## src/rtl/alarm_trigger.sv

```systemverilog
// alarm_trigger: compares the running time against three alarm times and
// runs the ring / snooze sequence that drives the buzzer and status LEDs.
//
// Strobe semantics: tick_1hz, stop_pulse and snooze_pulse are single-cycle
// strobes. Each one is acted on at the clk edge that samples it high. There is
// no backpressure: a strobe that arrives while the current state ignores it is
// simply dropped.
module alarm_trigger #(
  parameter int RING_SECONDS   = 60,
  parameter int SNOOZE_SECONDS = 300,
  parameter int MAX_SNOOZE     = 3
) (
  input  logic        clk,
  input  logic        reset_n,
  input  logic        tick_1hz,
  input  logic [7:0]  cur_hour,
  input  logic [7:0]  cur_minute,
  input  logic [7:0]  cur_second,
  input  logic [23:0] alarm1_time,
  input  logic [23:0] alarm2_time,
  input  logic [23:0] alarm3_time,
  input  logic [2:0]  alarm_en,
  input  logic        edit_active,
  input  logic        stop_pulse,
  input  logic        snooze_pulse,
  output logic        ringing,
  output logic        snoozing,
  output logic [1:0]  ring_id,
  output logic        buzzer,
  output logic [1:0]  snooze_count,
  output logic [1:0]  state_dbg
);

  typedef enum logic [1:0] {
    S_IDLE   = 2'd0,
    S_RING   = 2'd1,
    S_SNOOZE = 2'd2
  } state_t;

  localparam logic [7:0] RING_LOAD   = 8'(RING_SECONDS);
  localparam logic [9:0] SNOOZE_LOAD = 10'(SNOOZE_SECONDS);
  localparam logic [1:0] SNOOZE_MAX  = 2'(MAX_SNOOZE);

  state_t      state_q, state_d;
  logic [2:0]  match, match_q, rise, rise_other, id_mask;
  logic [1:0]  ring_id_q, ring_id_d;
  logic [7:0]  ring_cnt_q, ring_cnt_d;
  logic [9:0]  snooze_cnt_q, snooze_cnt_d;
  logic        beep_q, beep_d;
  logic [1:0]  snooze_count_q, snooze_count_d;
  logic [1:0]  rise_sel, other_sel;
  logic        cur_en;
  logic [23:0] cur_time;

  // Fixed priority: alarm1 beats alarm2 beats alarm3; 0 means none.
  function automatic logic [1:0] pick_first(input logic [2:0] r);
    if (r[0])      return 2'd1;
    else if (r[1]) return 2'd2;
    else if (r[2]) return 2'd3;
    else           return 2'd0;
  endfunction

  assign cur_time = {cur_hour, cur_minute, cur_second};

  // Per-alarm match and its rising edge; only a fresh match can trigger.
  always_comb begin
    match[0]   = alarm_en[0] & (alarm1_time == cur_time);
    match[1]   = alarm_en[1] & (alarm2_time == cur_time);
    match[2]   = alarm_en[2] & (alarm3_time == cur_time);
    rise       = match & ~match_q;
    rise_other = rise & ~id_mask;
    rise_sel   = pick_first(rise);
    other_sel  = pick_first(rise_other);
  end

  // Decode the active alarm into a one-hot mask and its enable bit.
  always_comb begin
    id_mask = 3'b000;
    cur_en  = 1'b0;
    case (ring_id_q)
      2'd1:    begin id_mask = 3'b001; cur_en = alarm_en[0]; end
      2'd2:    begin id_mask = 3'b010; cur_en = alarm_en[1]; end
      2'd3:    begin id_mask = 3'b100; cur_en = alarm_en[2]; end
      default: begin id_mask = 3'b000; cur_en = 1'b0;        end
    endcase
  end

  // Match history; reset to all-ones so a time already matching at reset is
  // not treated as a new match.
  always_ff @(posedge clk) begin
    if (!reset_n) match_q <= 3'b111;
    else          match_q <= match;
  end

  // Next-state logic. Within RING/SNOOZE the if-chain order sets priority:
  // stop, enable drop, snooze, then tick expiry.
  always_comb begin
    state_d        = state_q;
    ring_id_d      = ring_id_q;
    ring_cnt_d     = ring_cnt_q;
    snooze_cnt_d   = snooze_cnt_q;
    beep_d         = beep_q;
    snooze_count_d = snooze_count_q;
    case (state_q)
      S_IDLE: begin
        if ((rise_sel != 2'd0) && !edit_active) begin
          state_d        = S_RING;
          ring_id_d      = rise_sel;
          ring_cnt_d     = RING_LOAD;
          beep_d         = 1'b1;
          snooze_count_d = 2'd0;
        end
      end
      S_RING: begin
        if (stop_pulse || !cur_en) begin
          state_d        = S_IDLE;
          ring_id_d      = 2'd0;
          snooze_count_d = 2'd0;
          beep_d         = 1'b0;
        end else if (snooze_pulse) begin
          if (snooze_count_q == SNOOZE_MAX) begin
            state_d        = S_IDLE;
            ring_id_d      = 2'd0;
            snooze_count_d = 2'd0;
            beep_d         = 1'b0;
          end else begin
            state_d        = S_SNOOZE;
            snooze_cnt_d   = SNOOZE_LOAD;
            snooze_count_d = snooze_count_q + 2'd1;
          end
        end else if (tick_1hz) begin
          if (ring_cnt_q == 8'd1) begin
            state_d        = S_IDLE;
            ring_id_d      = 2'd0;
            snooze_count_d = 2'd0;
            beep_d         = 1'b0;
          end else begin
            ring_cnt_d = ring_cnt_q - 8'd1;
            beep_d     = ~beep_q;
          end
        end
      end
      S_SNOOZE: begin
        if (stop_pulse || !cur_en) begin
          state_d        = S_IDLE;
          ring_id_d      = 2'd0;
          snooze_count_d = 2'd0;
          beep_d         = 1'b0;
        end else if ((other_sel != 2'd0) && !edit_active) begin
          // A different alarm takes over as a brand-new event.
          state_d        = S_RING;
          ring_id_d      = other_sel;
          ring_cnt_d     = RING_LOAD;
          beep_d         = 1'b1;
          snooze_count_d = 2'd0;
        end else if (tick_1hz) begin
          if (snooze_cnt_q == 10'd1) begin
            state_d    = S_RING;
            ring_cnt_d = RING_LOAD;
            beep_d     = 1'b1;
          end else begin
            snooze_cnt_d = snooze_cnt_q - 10'd1;
          end
        end
      end
      default: begin
        state_d        = S_IDLE;
        ring_id_d      = 2'd0;
        snooze_count_d = 2'd0;
        beep_d         = 1'b0;
      end
    endcase
  end

  // State and datapath registers.
  always_ff @(posedge clk) begin
    if (!reset_n) begin
      state_q        <= S_IDLE;
      ring_id_q      <= 2'd0;
      ring_cnt_q     <= 8'd0;
      snooze_cnt_q   <= 10'd0;
      beep_q         <= 1'b0;
      snooze_count_q <= 2'd0;
    end else begin
      state_q        <= state_d;
      ring_id_q      <= ring_id_d;
      ring_cnt_q     <= ring_cnt_d;
      snooze_cnt_q   <= snooze_cnt_d;
      beep_q         <= beep_d;
      snooze_count_q <= snooze_count_d;
    end
  end

  assign ringing      = (state_q == S_RING);
  assign snoozing     = (state_q == S_SNOOZE);
  assign ring_id      = ring_id_q;
  assign buzzer       = ringing & beep_q;
  assign snooze_count = snooze_count_q;
  assign state_dbg    = state_q;

endmodule

```

## config.mk

```make
export PLATFORM = sky130hd
export DESIGN_NAME = alarm_trigger
export DESIGN_NICKNAME = d
export VERILOG_FILES = /design/src/rtl/alarm_trigger.sv
export SDC_FILE = /design/constraint.sdc
export NUM_CORES = 1
export LEC_CHECK = 0
export ABC_AREA = 1
export BUFFER_PORTS_ARGS = -buffer_cell sky130_fd_sc_hd__buf_4
export CELL_PAD_IN_SITES_DETAIL_PLACEMENT = 1
export CELL_PAD_IN_SITES_GLOBAL_PLACEMENT = 1
export CORE_ASPECT_RATIO = 1.75
export CORE_MARGIN = 4
export CORE_UTILIZATION = 25
export DETAILED_ROUTE_END_ITERATION = 12
export PLACE_DENSITY = 0.72
export SLEW_MARGIN = 5
export SYNTH_ARGS = -nofsm -noshare
export SYNTH_HDL_FRONTEND = slang
export SYNTH_SLANG_ARGS = --single-unit
```

## constraint.sdc

```tcl
create_clock -name clk -period 2.23 [get_ports clk]
set_input_delay 0.3345 -clock clk [delete_from_list [all_inputs] [get_ports clk]]
set_output_delay 0.3345 -clock clk [all_outputs]
set_load 0.03 [all_outputs]
```

* Word-level counts from Yosys, hierarchy flattened
Index checks and enable logic that the tools add are counted.
** Storage, ports and cells
- Register bits after elaboration :: 28
- Output and inout port bits :: 9
- Logic and storage cells :: 127
- Bits of input ports :: 105
** Cells by class
- Reduce and logical (&&, ||, !) cells :: 16
- Add/sub/neg operators :: 3
- Bitwise operators :: 9
- Eq/ne operators :: 30
- Multiplexer cells :: 62
** Operator list (count)
- $eq 24x24->1 :: 3
- $mux 8 :: 9
- $mux 10 :: 7
- $mux 2 :: 28
- $pmux 8 s3 :: 1
- $ne 2x2->1 const B :: 11
- $pmux 10 s2 :: 1
- $pmux 2 s3 :: 3
- $reduce_and 5->1 :: 3
- $ne 4x2->1 const B :: 3
- $eq 10x1->1 const B :: 1
- $mux 1 :: 10
- $sub 10x1->10 const B :: 1
- $pmux 3 s3 :: 1
- $reduce_and 9->1 :: 1
- $eq 2x2->1 const B :: 4
- $eq 8x1->1 const B :: 1
- $reduce_and 8->1 :: 1
- $sub 8x1->8 const B :: 1
- $and 3x3->3 :: 2
- $ne 3x1->1 const B :: 2
- $not 3->3 :: 2
- $pmux 1 s3 :: 2
- $reduce_bool 2->1 :: 3
- 13 further kinds :: 19

* Depth between registers and ports, before layout
- Word-level depth :: 12
- Mapped depth :: 18

* Worst setup path before layout
OpenSTA, ideal clock, no wires.
- Path kind :: reg2reg
- Start :: register state_q[0], in the netlist state_dbg[0]
- End :: register snooze_cnt_q[0]
- Data arrival time :: 2.011 ns
- Data required time :: 2.105 ns
- Cell stages (with the launch flop) :: 11
- Slack :: 0.094 ns
- Setup time :: 0.125 ns
- Cells stage by stage :: dfxtp_1 -> inv_1 -> nor2_4 -> inv_2 -> nor2_1 -> nor2_1 -> a2111oi_4 -> nand2_1 -> buf_4 -> o21ai_1 -> nor2_1
** On the way
- Longest elaborated chain between the ends :: 3
** RTL lines
- start, declared :: line 44 : state_t state_q, state_d;
- start signal, assigned :: line 185 : state_q <= state_d;
- $eq 2x1->1 (*)
- net ringing :: line 26 : output logic ringing,
- $ne 2x2->1 (no line) / $reduce_bool 2->1 (equally long branches)
- $reduce_and 8->1 (no line)
- end signal, assigned :: line 188 : snooze_cnt_q <= snooze_cnt_d;
- end, declared :: line 48 : logic [9:0] snooze_cnt_q, snooze_cnt_d;
Mark *: on every way through the listed nets, which the timed path passes. The rest lies on a longest branch.
A chain may end at the register's enable or synchronous reset.

* Worst setup path in the final report
- Start :: input port cur_minute[4]
- End :: register snooze_cnt_q[2]
** On the way
- Longest elaborated chain between the ends :: 11
** RTL lines
- start, declared :: line 17 : input logic [7:0] cur_minute,
- $eq 24x24->1 :: line 69 : match[2] = alarm_en[2] & (alarm3_time == cur_time);
- $and 1x1->1 :: line 69
- $and 3x3->3 (*) :: line 70 : rise = match & ~match_q;
- $and 3x3->3 (*) :: line 71 : rise_other = rise & ~id_mask;
- $mux 2 :: line 59 : else if (r[2]) return 2'd3;
- $mux 2 :: line 58 : else if (r[1]) return 2'd2;
- $mux 2 (*) :: line 57 : if (r[0]) return 2'd1;
- $reduce_bool 2->1 (*) :: line 149 : end else if ((other_sel != 2'd0) && !edit_active) begin
- $logic_and 1x1->1 (*) :: line 149
- $ne 2x2->1 (no line) (*)
- $reduce_and 8->1 (no line) (*)
Every way passes the cells marked *; elsewhere a longest branch is shown, timed or not.

==> reports/summary.txt <==
status: finished, final reports clean
nets: 969
fin worst setup slack: 0.215 ns
CTS Buffer Depth: 2
Worst Hold Slack: 0.318 ns
crit path DAT: 2.22 ns
max cap viols: 0
Power Density: 307 mW/mm^2
RSZ-0062 raised after global routing: no
Final Hold Fails: 0
Cells after Synth: 721
Initial Util: 0.253
Synth top area share: 0.266
#FFs+latches synth: 28
leading area contributor after synthesis: nand2_1
most common cell after layout, fill and taps aside: nand2_1
GRT overflow: 0
drt initial violations: 92
Worst-Margin Slew: 0.369 ns
Ports: 114
distinct cell type count after synthesis: 35
Std-Cell Core Area: 0.0148 mm^2
Crit. Startpoint: cur_minute[4]
fill cell count: 2062
Synth Cell Area: 0.00375 mm^2
Ys Warns: 0
I/O Buffers: 113
Critical Path Sink Type: flip-flop
Fmax achieved: 0.496 GHz
Final Power: 1.56 mW
asr flop ratio synth: 0
setup bufs post-CTS: 0
vias in the first global route: 5053
Layout area overhead: 35.0%
dpl ws: -0.159 ns
Detailed Place HPWL: 14.6 mm
clk root buf: clkbuf_16
ANT cells: 0
CTS H-Tree Depth: 1
Die H: 170 um
number of cells on the worst reg-to-reg path: 11
GP Congestion: 0.938
DR WL/cell: 15.4 um
Clock transition at path regs: 0.08 ns
vias per inst: 4.66
drt pass-1 iters: 4
min-delay worst type: in2reg
TritonCTS clock tree: yes
worst skew pair latency: 0.27 ns
post-route clock period utilization: 0.903
initial antenna violation count: 0
Cell Rows: 59
ys flop type: dfxtp_1
Post-synth EDFFs: 0
Worst slew margin: 0.753
clock skew: 0.00351 ns
worst r2r src: ring_id[1]
Post-Syn Nets: 831
Antenna Violating Nets Remaining: 0
R2R Path End: ring_cnt_q[1]
Residual DRC: 0
die area: 0.0171 mm^2
syn_area_per_cell: 5.21 um^2
critical path data required time: 2.43 ns
Tmin final: 2.01 ns
CP Class: in2reg
DR vias: 4846
clock buffer count from CTS: 3
layout cell share with drive strength beyond 1: 0.235
leakage power: 2.85 nW
Die W: 101 um
Synth area leaders: nand2_1, dfxtp_1, inv_1, nor2_1, nand3_1
CTS sink count: 28
VDD IR max: 0.000264 V
Worst R2R Setup Slack: 0.24 ns
WL final: 16.1 mm
register area share after synthesis: 0.149
largest net degree at the start of global routing: 23
Slew Viols, Final: 0
GRT Total Usage: 0.186
first-pass GRT wire length: 24.7 mm
Setup-failing EPs final: 0
Worst Setup Start Kind: primary input
commonest cells after routing, fill and taps aside: nand2_1, buf_4, inv_1
Critical Path Fanout Max: 6
hold depth: 2
Critical Path End: snooze_cnt_q[2]
-- cells by family (layout without fill, tap and decap cells) --
| logic type | count (synthesis) | count (layout) | share of synthesized area |
|---|---|---|---|
| XOR/XNOR | 29 | 29 | 0.0697 |
| AO/OA/AOI/OAI | 47 | 47 | 0.0727 |
| flip-flops | 28 | 28 | 0.149 |
| AND/OR/NAND/NOR | 465 | 465 | 0.536 |
| adder cells (fa/ha/maj) | 5 | 5 | 0.0167 |
| buffers and inverters | 147 | 284 | 0.156 |
-- cells in the mapped netlist, types with 9 or more instances --
library cell / count
a21oi_1: 26
inv_1: 115
xnor2_1: 19
xor2_1: 9
nand4_1: 27
inv_2: 23
dfxtp_1: 28
nand2_1: 266
nor2_1: 90
o21ai_0: 12
nand3_1: 38
-- power by group --
group,switching (mW),internal (mW)
clock,0.195,0.276
combinational,0.325,0.257
sequential,0.000641,0.502
-- registers in the layout, summed over array words and instances, names as in the netlist --
name	cells
snooze_count	2
state_dbg	2
beep_q	1
snooze_cnt_q	10
ring_id	2
ring_cnt_q	8
match_q	3
-- critical path, cell delays in order --
cell and delay [ns]:
buf_4 0.12, buf_4 0.14, xnor2_1 0.20, nand2_1 0.08, nor2_1 0.17, nand2_1 0.08
nor2_1 0.11, nand4_1 0.11, nand3_1 0.12, nand2_2 0.11, nand2_1 0.08, nand2_1 0.08
nand2_2 0.13, buf_4 0.15, nand2_1 0.05, a21oi_1 0.14
-- per-layer routing --
metal	up-vias	share of wire	GRT usage
met5	-	0	0
met4	0	0.062	0.104
met3	43	0.026	0.0103
met2	111	0.58	0.388
met1	2219	0.33	0.169
li1	2473	-	-
-- repair_timing --
| item | CTS | global route |
|---|---|---|
| hold buffers | 0 | 0 |
| endpoints found under the setup margin | 0 | 7 |
| resized for setup | 0 | 1 |
-- worst min path at each step --
stage                          from         endpoint  slack [ns]
finish                      reset_n       match_q[0]        0.32
global route                reset_n       match_q[1]        0.32
CTS                         reset_n       match_q[0]        0.31
detailed placement  snooze_cnt_q[9]  snooze_cnt_q[9]        0.47
global placement    snooze_cnt_q[9]  snooze_cnt_q[9]        0.46
floorplan                   reset_n       match_q[1]        0.40
-- layout make-up --
type	instances	area (um^2)	share of cell area
flip-flops and latches	28	561	0.111
multi-input cells	546	2610	0.515
inverters	140	526	0.104
clock buffers	4	88.8	0.0175
well taps	183	229	0.0452
repair buffers	140	1050	0.207
-- through the flow --
step | cell area, um^2 | instances | util | TNS, ns
global placement | 4970 | 1037 | 0.335 | -0.189
CTS | 5060 | 1041 | 0.341 | 0
floorplan | 3750 | 721 | - | 0
global route | 5070 | 1041 | 0.341 | 0
detailed placement | 4970 | 1037 | 0.335 | -1.19
finish | 5070 | 1041 | 0.341 | 0
(Power assumes the default switching activity.)
